==> src/rtl/armleocpu_axi_lite_arbiter.sv <==
`default_nettype none
//------------------------------------------------------------------------------
// Module  : armleocpu_axi_lite_arbiter
// Brief   : Round-robin sharing of one AXI4-Lite device port between
//           HOST_COUNT hosts, one transaction in flight at a time.
// Revision: 1.0 - initial release
//------------------------------------------------------------------------------
module armleocpu_axi_lite_arbiter #(
    parameter int HOST_COUNT = 2,
    parameter int ADDR_WIDTH = 34
) (
    input  logic                             clk,
    input  logic                             rst_n,

    input  logic [HOST_COUNT-1:0]            host_axi_awvalid,
    output logic [HOST_COUNT-1:0]            host_axi_awready,
    input  logic [HOST_COUNT*ADDR_WIDTH-1:0] host_axi_awaddr,
    input  logic [HOST_COUNT-1:0]            host_axi_wvalid,
    output logic [HOST_COUNT-1:0]            host_axi_wready,
    input  logic [HOST_COUNT*32-1:0]         host_axi_wdata,
    input  logic [HOST_COUNT*4-1:0]          host_axi_wstrb,
    output logic [HOST_COUNT-1:0]            host_axi_bvalid,
    input  logic [HOST_COUNT-1:0]            host_axi_bready,
    output logic [HOST_COUNT*2-1:0]          host_axi_bresp,
    input  logic [HOST_COUNT-1:0]            host_axi_arvalid,
    output logic [HOST_COUNT-1:0]            host_axi_arready,
    input  logic [HOST_COUNT*ADDR_WIDTH-1:0] host_axi_araddr,
    output logic [HOST_COUNT-1:0]            host_axi_rvalid,
    input  logic [HOST_COUNT-1:0]            host_axi_rready,
    output logic [HOST_COUNT*2-1:0]          host_axi_rresp,
    output logic [HOST_COUNT*32-1:0]         host_axi_rdata,

    output logic                             axi_awvalid,
    input  logic                             axi_awready,
    output logic [ADDR_WIDTH-1:0]            axi_awaddr,
    output logic                             axi_wvalid,
    input  logic                             axi_wready,
    output logic [31:0]                      axi_wdata,
    output logic [3:0]                       axi_wstrb,
    input  logic                             axi_bvalid,
    output logic                             axi_bready,
    input  logic [1:0]                       axi_bresp,
    output logic                             axi_arvalid,
    input  logic                             axi_arready,
    output logic [ADDR_WIDTH-1:0]            axi_araddr,
    input  logic                             axi_rvalid,
    output logic                             axi_rready,
    input  logic [1:0]                       axi_rresp,
    input  logic [31:0]                      axi_rdata
);

    localparam int DATA_WIDTH   = 32;
    localparam int DATA_STROBES = 4;
    localparam int c_GW         = (HOST_COUNT > 1) ? $clog2(HOST_COUNT) : 1;
    localparam logic [c_GW-1:0] c_LAST_HOST = c_GW'(HOST_COUNT - 1);

    localparam logic [2:0] c_S_IDLE       = 3'd0;
    localparam logic [2:0] c_S_WRITE_ADDR = 3'd1;
    localparam logic [2:0] c_S_WRITE_RESP = 3'd2;
    localparam logic [2:0] c_S_READ_ADDR  = 3'd3;
    localparam logic [2:0] c_S_READ_RESP  = 3'd4;

    logic [2:0]            r_state, w_state_nxt;
    logic [c_GW-1:0]       r_grant, w_grant_nxt;
    logic [c_GW-1:0]       r_last_grant, w_last_grant_nxt;
    logic                  r_aw_done, w_aw_done_nxt;
    logic                  r_w_done, w_w_done_nxt;

    logic [HOST_COUNT-1:0] w_wreq, w_rreq;
    logic                  w_win_found, w_win_write;
    logic [c_GW-1:0]       w_win_idx;
    logic                  w_aw_hs, w_w_hs;

    assign w_wreq = host_axi_awvalid & host_axi_wvalid;
    assign w_rreq = host_axi_arvalid;

    // Scan starts just after the last served host so every requester gets a turn.
    always_comb begin : p_arb
        int v_idx;
        w_win_found = 1'b0;
        w_win_write = 1'b0;
        w_win_idx   = '0;
        v_idx       = 0;
        for (int k = 1; k <= HOST_COUNT; k++) begin
            v_idx = (int'(r_last_grant) + k) % HOST_COUNT;
            if (!w_win_found && (w_wreq[v_idx[c_GW-1:0]] || w_rreq[v_idx[c_GW-1:0]])) begin
                w_win_found = 1'b1;
                w_win_idx   = v_idx[c_GW-1:0];
                w_win_write = w_wreq[v_idx[c_GW-1:0]];
            end
        end
    end

    assign axi_awaddr = host_axi_awaddr[r_grant*ADDR_WIDTH +: ADDR_WIDTH];
    assign axi_araddr = host_axi_araddr[r_grant*ADDR_WIDTH +: ADDR_WIDTH];
    assign axi_wdata  = host_axi_wdata[r_grant*DATA_WIDTH +: DATA_WIDTH];
    assign axi_wstrb  = host_axi_wstrb[r_grant*DATA_STROBES +: DATA_STROBES];

    generate
        for (genvar i = 0; i < HOST_COUNT; i++) begin : g_host
            assign host_axi_bresp[i*2 +: 2]                  = axi_bresp;
            assign host_axi_rresp[i*2 +: 2]                  = axi_rresp;
            assign host_axi_rdata[i*DATA_WIDTH +: DATA_WIDTH] = axi_rdata;
        end
    endgenerate

    always_comb begin
        w_state_nxt      = r_state;
        w_grant_nxt      = r_grant;
        w_last_grant_nxt = r_last_grant;
        w_aw_done_nxt    = r_aw_done;
        w_w_done_nxt     = r_w_done;
        w_aw_hs          = 1'b0;
        w_w_hs           = 1'b0;
        host_axi_awready = '0;
        host_axi_wready  = '0;
        host_axi_bvalid  = '0;
        host_axi_arready = '0;
        host_axi_rvalid  = '0;
        axi_awvalid      = 1'b0;
        axi_wvalid       = 1'b0;
        axi_bready       = 1'b0;
        axi_arvalid      = 1'b0;
        axi_rready       = 1'b0;
        case (r_state)
            c_S_IDLE: begin
                if (w_win_found) begin
                    w_grant_nxt = w_win_idx;
                    w_state_nxt = w_win_write ? c_S_WRITE_ADDR : c_S_READ_ADDR;
                end
            end
            c_S_WRITE_ADDR: begin
                // Done flags mask each half so a channel is never handshaken twice.
                axi_awvalid               = host_axi_awvalid[r_grant] && !r_aw_done;
                axi_wvalid                = host_axi_wvalid[r_grant] && !r_w_done;
                host_axi_awready[r_grant] = axi_awready && !r_aw_done;
                host_axi_wready[r_grant]  = axi_wready && !r_w_done;
                w_aw_hs                   = axi_awvalid && axi_awready;
                w_w_hs                    = axi_wvalid && axi_wready;
                if ((r_aw_done || w_aw_hs) && (r_w_done || w_w_hs)) begin
                    w_state_nxt   = c_S_WRITE_RESP;
                    w_aw_done_nxt = 1'b0;
                    w_w_done_nxt  = 1'b0;
                end else begin
                    w_aw_done_nxt = r_aw_done || w_aw_hs;
                    w_w_done_nxt  = r_w_done || w_w_hs;
                end
            end
            c_S_WRITE_RESP: begin
                axi_bready               = host_axi_bready[r_grant];
                host_axi_bvalid[r_grant] = axi_bvalid;
                if (axi_bvalid && axi_bready) begin
                    w_state_nxt      = c_S_IDLE;
                    w_last_grant_nxt = r_grant;
                end
            end
            c_S_READ_ADDR: begin
                axi_arvalid               = host_axi_arvalid[r_grant];
                host_axi_arready[r_grant] = axi_arready;
                if (axi_arvalid && axi_arready)
                    w_state_nxt = c_S_READ_RESP;
            end
            c_S_READ_RESP: begin
                axi_rready               = host_axi_rready[r_grant];
                host_axi_rvalid[r_grant] = axi_rvalid;
                if (axi_rvalid && axi_rready) begin
                    w_state_nxt      = c_S_IDLE;
                    w_last_grant_nxt = r_grant;
                end
            end
            default: w_state_nxt = c_S_IDLE;
        endcase
    end

    always_ff @(posedge clk or negedge rst_n) begin
        if (!rst_n) begin
            r_state      <= c_S_IDLE;
            r_grant      <= '0;
            r_last_grant <= c_LAST_HOST;
            r_aw_done    <= 1'b0;
            r_w_done     <= 1'b0;
        end else begin
            r_state      <= w_state_nxt;
            r_grant      <= w_grant_nxt;
            r_last_grant <= w_last_grant_nxt;
            r_aw_done    <= w_aw_done_nxt;
            r_w_done     <= w_w_done_nxt;
        end
    end

endmodule
`default_nettype wire

==> config.mk <==
export PLATFORM = sky130hd
export DESIGN_NAME = armleocpu_axi_lite_arbiter
export DESIGN_NICKNAME = d
export VERILOG_FILES = /design/src/rtl/armleocpu_axi_lite_arbiter.sv
export SDC_FILE = /design/constraint.sdc
export NUM_CORES = 1
export LEC_CHECK = 0
export ABC_AREA = 1
export CAP_MARGIN = 20
export CORE_AREA = 2 2 178 180
export CTS_CLUSTER_DIAMETER = 120
export CTS_CLUSTER_SIZE = 30
export DETAILED_ROUTE_END_ITERATION = 16
export DIE_AREA = 0 0 180 182
export GPL_TIMING_DRIVEN = 0
export PLACE_DENSITY = 0.53
export SYNTH_ARGS = -nofsm -noshare
export SYNTH_HDL_FRONTEND = slang
export SYNTH_SLANG_ARGS = --single-unit
==> constraint.sdc <==
create_clock -name clk -period 1.5 [get_ports clk]
set_clock_uncertainty 0.2 [all_clocks]
set_input_delay 0.3 -clock clk [delete_from_list [all_inputs] [get_ports clk]]
set_output_delay 0.3 -clock clk [all_outputs]
set_load 0.05 [all_outputs]
==> flow_metrics.py <==
metrics = {
    "sta": {
        "setup_viol": 124,
        "hold_violations": 0,
        "rsz0062_at_grt": "true",
        "maxSlewViolCount": 0,
        "slew_headroom_pct": 64.4,
        "fin_ws_ns": -0.461,
        "fin_crit_ns": 1.96,
        "post-route-period-util_pct": 131,
        "holdWs_ns": 0.143,
        "timing.fmax_mhz": 510,
        "worstMarginPinSlew_ns": 0.533,
    },
    "worst_setup_path": {
        "cp_common_cell": "buf_8",
        "cp_cell_sequence": "buf_8 > inv_12 > buf_16 > buf_12 > nand2_1 > nand2_4 > buf_8",
        "critPathBufInv": 5,
        "worstSetupStartpoint": "r_grant$_DFFE_PN0P_",
        "crit_required_ns": 1.00,
        "reg2reg_to": "r_state[1]$_DFFE_PN0P_",
        "reg2reg_slack_ns": -0.20,
        "arrival_ns": 1.46,
        "endpoint_kind": "primary output",
        "ff2ff_path_depth": 12,
        "critical_path.max_stage_delay_ns": 0.37,
        "cp_slowest_cell": "dfrtp_1",
        "crit_family": "buffers and inverters",
        "path_max_fanout": 6,
        "cp-start-kind": "flip-flop",
        "r2r-start": "r_grant$_DFFE_PN0P_",
        "critPathKind": "reg2out",
    },
    "layout": {
        "final_net_count": 1238,
        "multi_input_area_mm2": 0.00331,
        "final_util_pct": 33.6,
        "layoutNonFillerInstCount": 1380,
        "regArea_um2": 180,
        "area_growth_pct": 293,
        "n_fill_cell": 3145,
        "drive_above_1_share_pct": 52.0,
    },
    "run": {
        "max-cap-violations": 0,
    },
    "global_route": {
        "antenna_found_initial": 2,
        "track_usage_pct": 11.1,
        "grt_pass1_wl_mm": 28.2,
        "grt_overflow": 0,
        "grt_pass1_vias": 4595,
        "grt_max_degree": 11,
    },
    "route": {
        "via_count": 4823,
        "dr_wl_met3_mm": 1.30,
        "wl_met1_mm": 7.85,
        "antenna_left": 0,
        "drtIter0Drc": 86,
        "routed_wl_mm": 21.1,
        "first_pass_iters": 4,
        "drc_errors": 0,
        "met2_length_mm": 11.9,
        "top_layer": "met4",
        "post_drt_wl_per_cell_um": 15.3,
        "avgViaCountPerCell": 3.49,
    },
    "clock_tree": {
        "root_buffer": "clkbuf_16",
        "clock_latency_ns": 0.23,
        "clkSinkCount": 7,
        "htreeDepth": 1,
        "cts_made_buffers": 3,
        "clk_path_buf_depth": 2,
        "cts_tree": "done",
        "postCtsHoldBufs": 0,
        "clk_pin_slew_worst_paths_ns": 0.04,
    },
    "pwr": {
        "switchingPower_mw": 10.9,
        "netSwitchingFraction_pct": 56.8,
        "powerDensity_mw_per_mm2": 1840,
        "p_seq_share_pct": 2.1,
        "power.internal_mw": 8.28,
        "clkPwrFrac_pct": 2.4,
        "peakVddDrop_mv": 0.953,
        "p_leak_nw": 5.27,
        "p_comb_share_pct": 95.5,
    },
    "floorplan": {
        "std_cell_rows": 65,
        "dieArea_mm2": 0.0328,
        "chipWidth_um": 180,
        "die_y_um": 182,
        "core-area_mm2": 0.0310,
        "initial_core_util_pct": 8.55,
        "ios": 452,
    },
    "synthesis": {
        "async_flop_share_pct": 100,
        "synthesis.nets": 792,
        "synth.most_common_cell": "nand2_1",
        "yosysWarnings": 0,
        "netlist_area_mm2": 0.00265,
        "ys.flop_type": "dfrtp_1",
        "synth_cell_types": 28,
        "ys_seq_area_share_pct": 6.66,
        "syn_area_per_cell_um2": 4.99,
        "ys_top_cells_by_area": "nand2_1 49%, buf_4 23%, dfrtp_1 5.7%, buf_2 2.5%, nand2_2 2.4%",
        "synth-edff-count": 0,
        "synthCells": 531,
        "yosysTopAreaCellShare_pct": 48.9,
        "synth-seq-cells": 7,
        "synth_top_cells_by_count": "345 x nand2_1, 82 x buf_4, 16 x inv_1",
        "synth_top_cell_by_area": "nand2_1",
    },
    "run_status": {
        "violations": "negative setup slack",
        "outcome": "finished with violations",
    },
    "placement": {
        "preCtsSetupSlack_ns": -1.45,
        "post-place-cells": 1348,
        "hpwlAfterDp_mm": 16.8,
        "port_buffers": 415,
        "place.gp.congestion": 0.772,
    },
    "hold_path": {
        "hp-class": "in2async",
    },
}
## repair_timing
action	CTS	global route
endpoints found under the setup margin	195	196
gates resized for setup	938	293
buffers inserted	2	15
pin swaps	2	27
gates cloned	2	7
## kinds of logic (layout without fill, tap and decap cells)
family,Yosys count,count (layout),share of synthesized area (%)
AO/OA/AOI/OAI,10,10,2.17
buffers and inverters,118,563,30.1
flip-flops,7,7,6.66
other,0,2,0
AND/OR/NAND/NOR,396,396,61.1
## cell type report
| class | count | share of cell area (%) |
|---|---|---|
| plain buffers | 98 | 9.38 |
| flip-flops and latches | 7 | 1.73 |
| repair buffers | 441 | 50.5 |
| diodes | 2 | 0.0481 |
| multi-input cells | 406 | 31.8 |
| well taps | 402 | 4.83 |
| inverters | 20 | 0.938 |
| clock buffers | 4 | 0.757 |
## cell usage in the layout (no fill, tap or decap), types with 2 or more instances in the layout
cell type	synthesis	routed
clkdlybuf4s50_1	0	220
nand3_1	7	2
buf_8	0	109
dfrtp_2	0	3
nand3b_1	2	2
dfrtp_1	6	3
buf_12	0	16
diode_2	0	2
inv_4	1	4
nor2_4	1	9
nand2_4	2	149
nand3_4	0	3
nand2_1	345	144
dlymetal6s2s_1	0	73
buf_4	82	90
inv_1	16	10
nand2_8	0	11
nand3_2	5	7
dlygate4sd2_1	0	3
nor2_1	7	3
buf_16	0	3
nor3_4	0	11
inv_2	2	5
o21ai_0	2	2
nand2_2	10	53
buf_6	3	18
clkbuf_16	0	10
## power by group through the flow
stage	Sequential [mW]	Clock (mW)	Combinational, mW
after global placement	0.370	0	14.2
after global routing	0.417	0.478	19.2
final	0.406	0.457	18.3
after CTS	0.382	0.466	16.2
after detailed placement	0.369	0	14.2
after floorplan	0.361	0	9.85
## routing by layer
layer  global-route usage [%]  vias up
li1                         -     2422
met3                     2.21        7
met2                     21.5      194
met1                     12.8     2200
met4                     1.40        0
met5                        0        -
## worst max-delay path by stage
stage	slack (ns)	depth (start not counted)	end
2_1_floorplan	-0.28	5	host_axi_rvalid[1]
3_3_place_gp	-1.44	6	axi_wdata[14]
3_5_place_dp	-1.45	6	axi_wdata[14]
4_1_cts	-0.52	7	axi_araddr[3]
5_1_grt	-0.51	8	axi_wvalid
6_report	-0.46	7	axi_wdata[24]
## per-stage QoR
stage | cell area (um^2) | TNS (ns) | power [mW]
CTS | 9120 | -68.83 | 17.0
finish | 10400 | -50.83 | 19.2
global placement | 8450 | -149.04 | 14.5
detailed placement | 8450 | -150.57 | 14.6
floorplan | 3800 | -9.82 | 10.2
global route | 10400 | -57.61 | 20.1
## flip-flops by register name (all words and copies together) (netlist names)
signal,cells
r_grant,1
r_aw_done,1
r_state,3
r_w_done,1
r_last_grant,1
No activity file was read; power rests on OpenSTA's default activity.
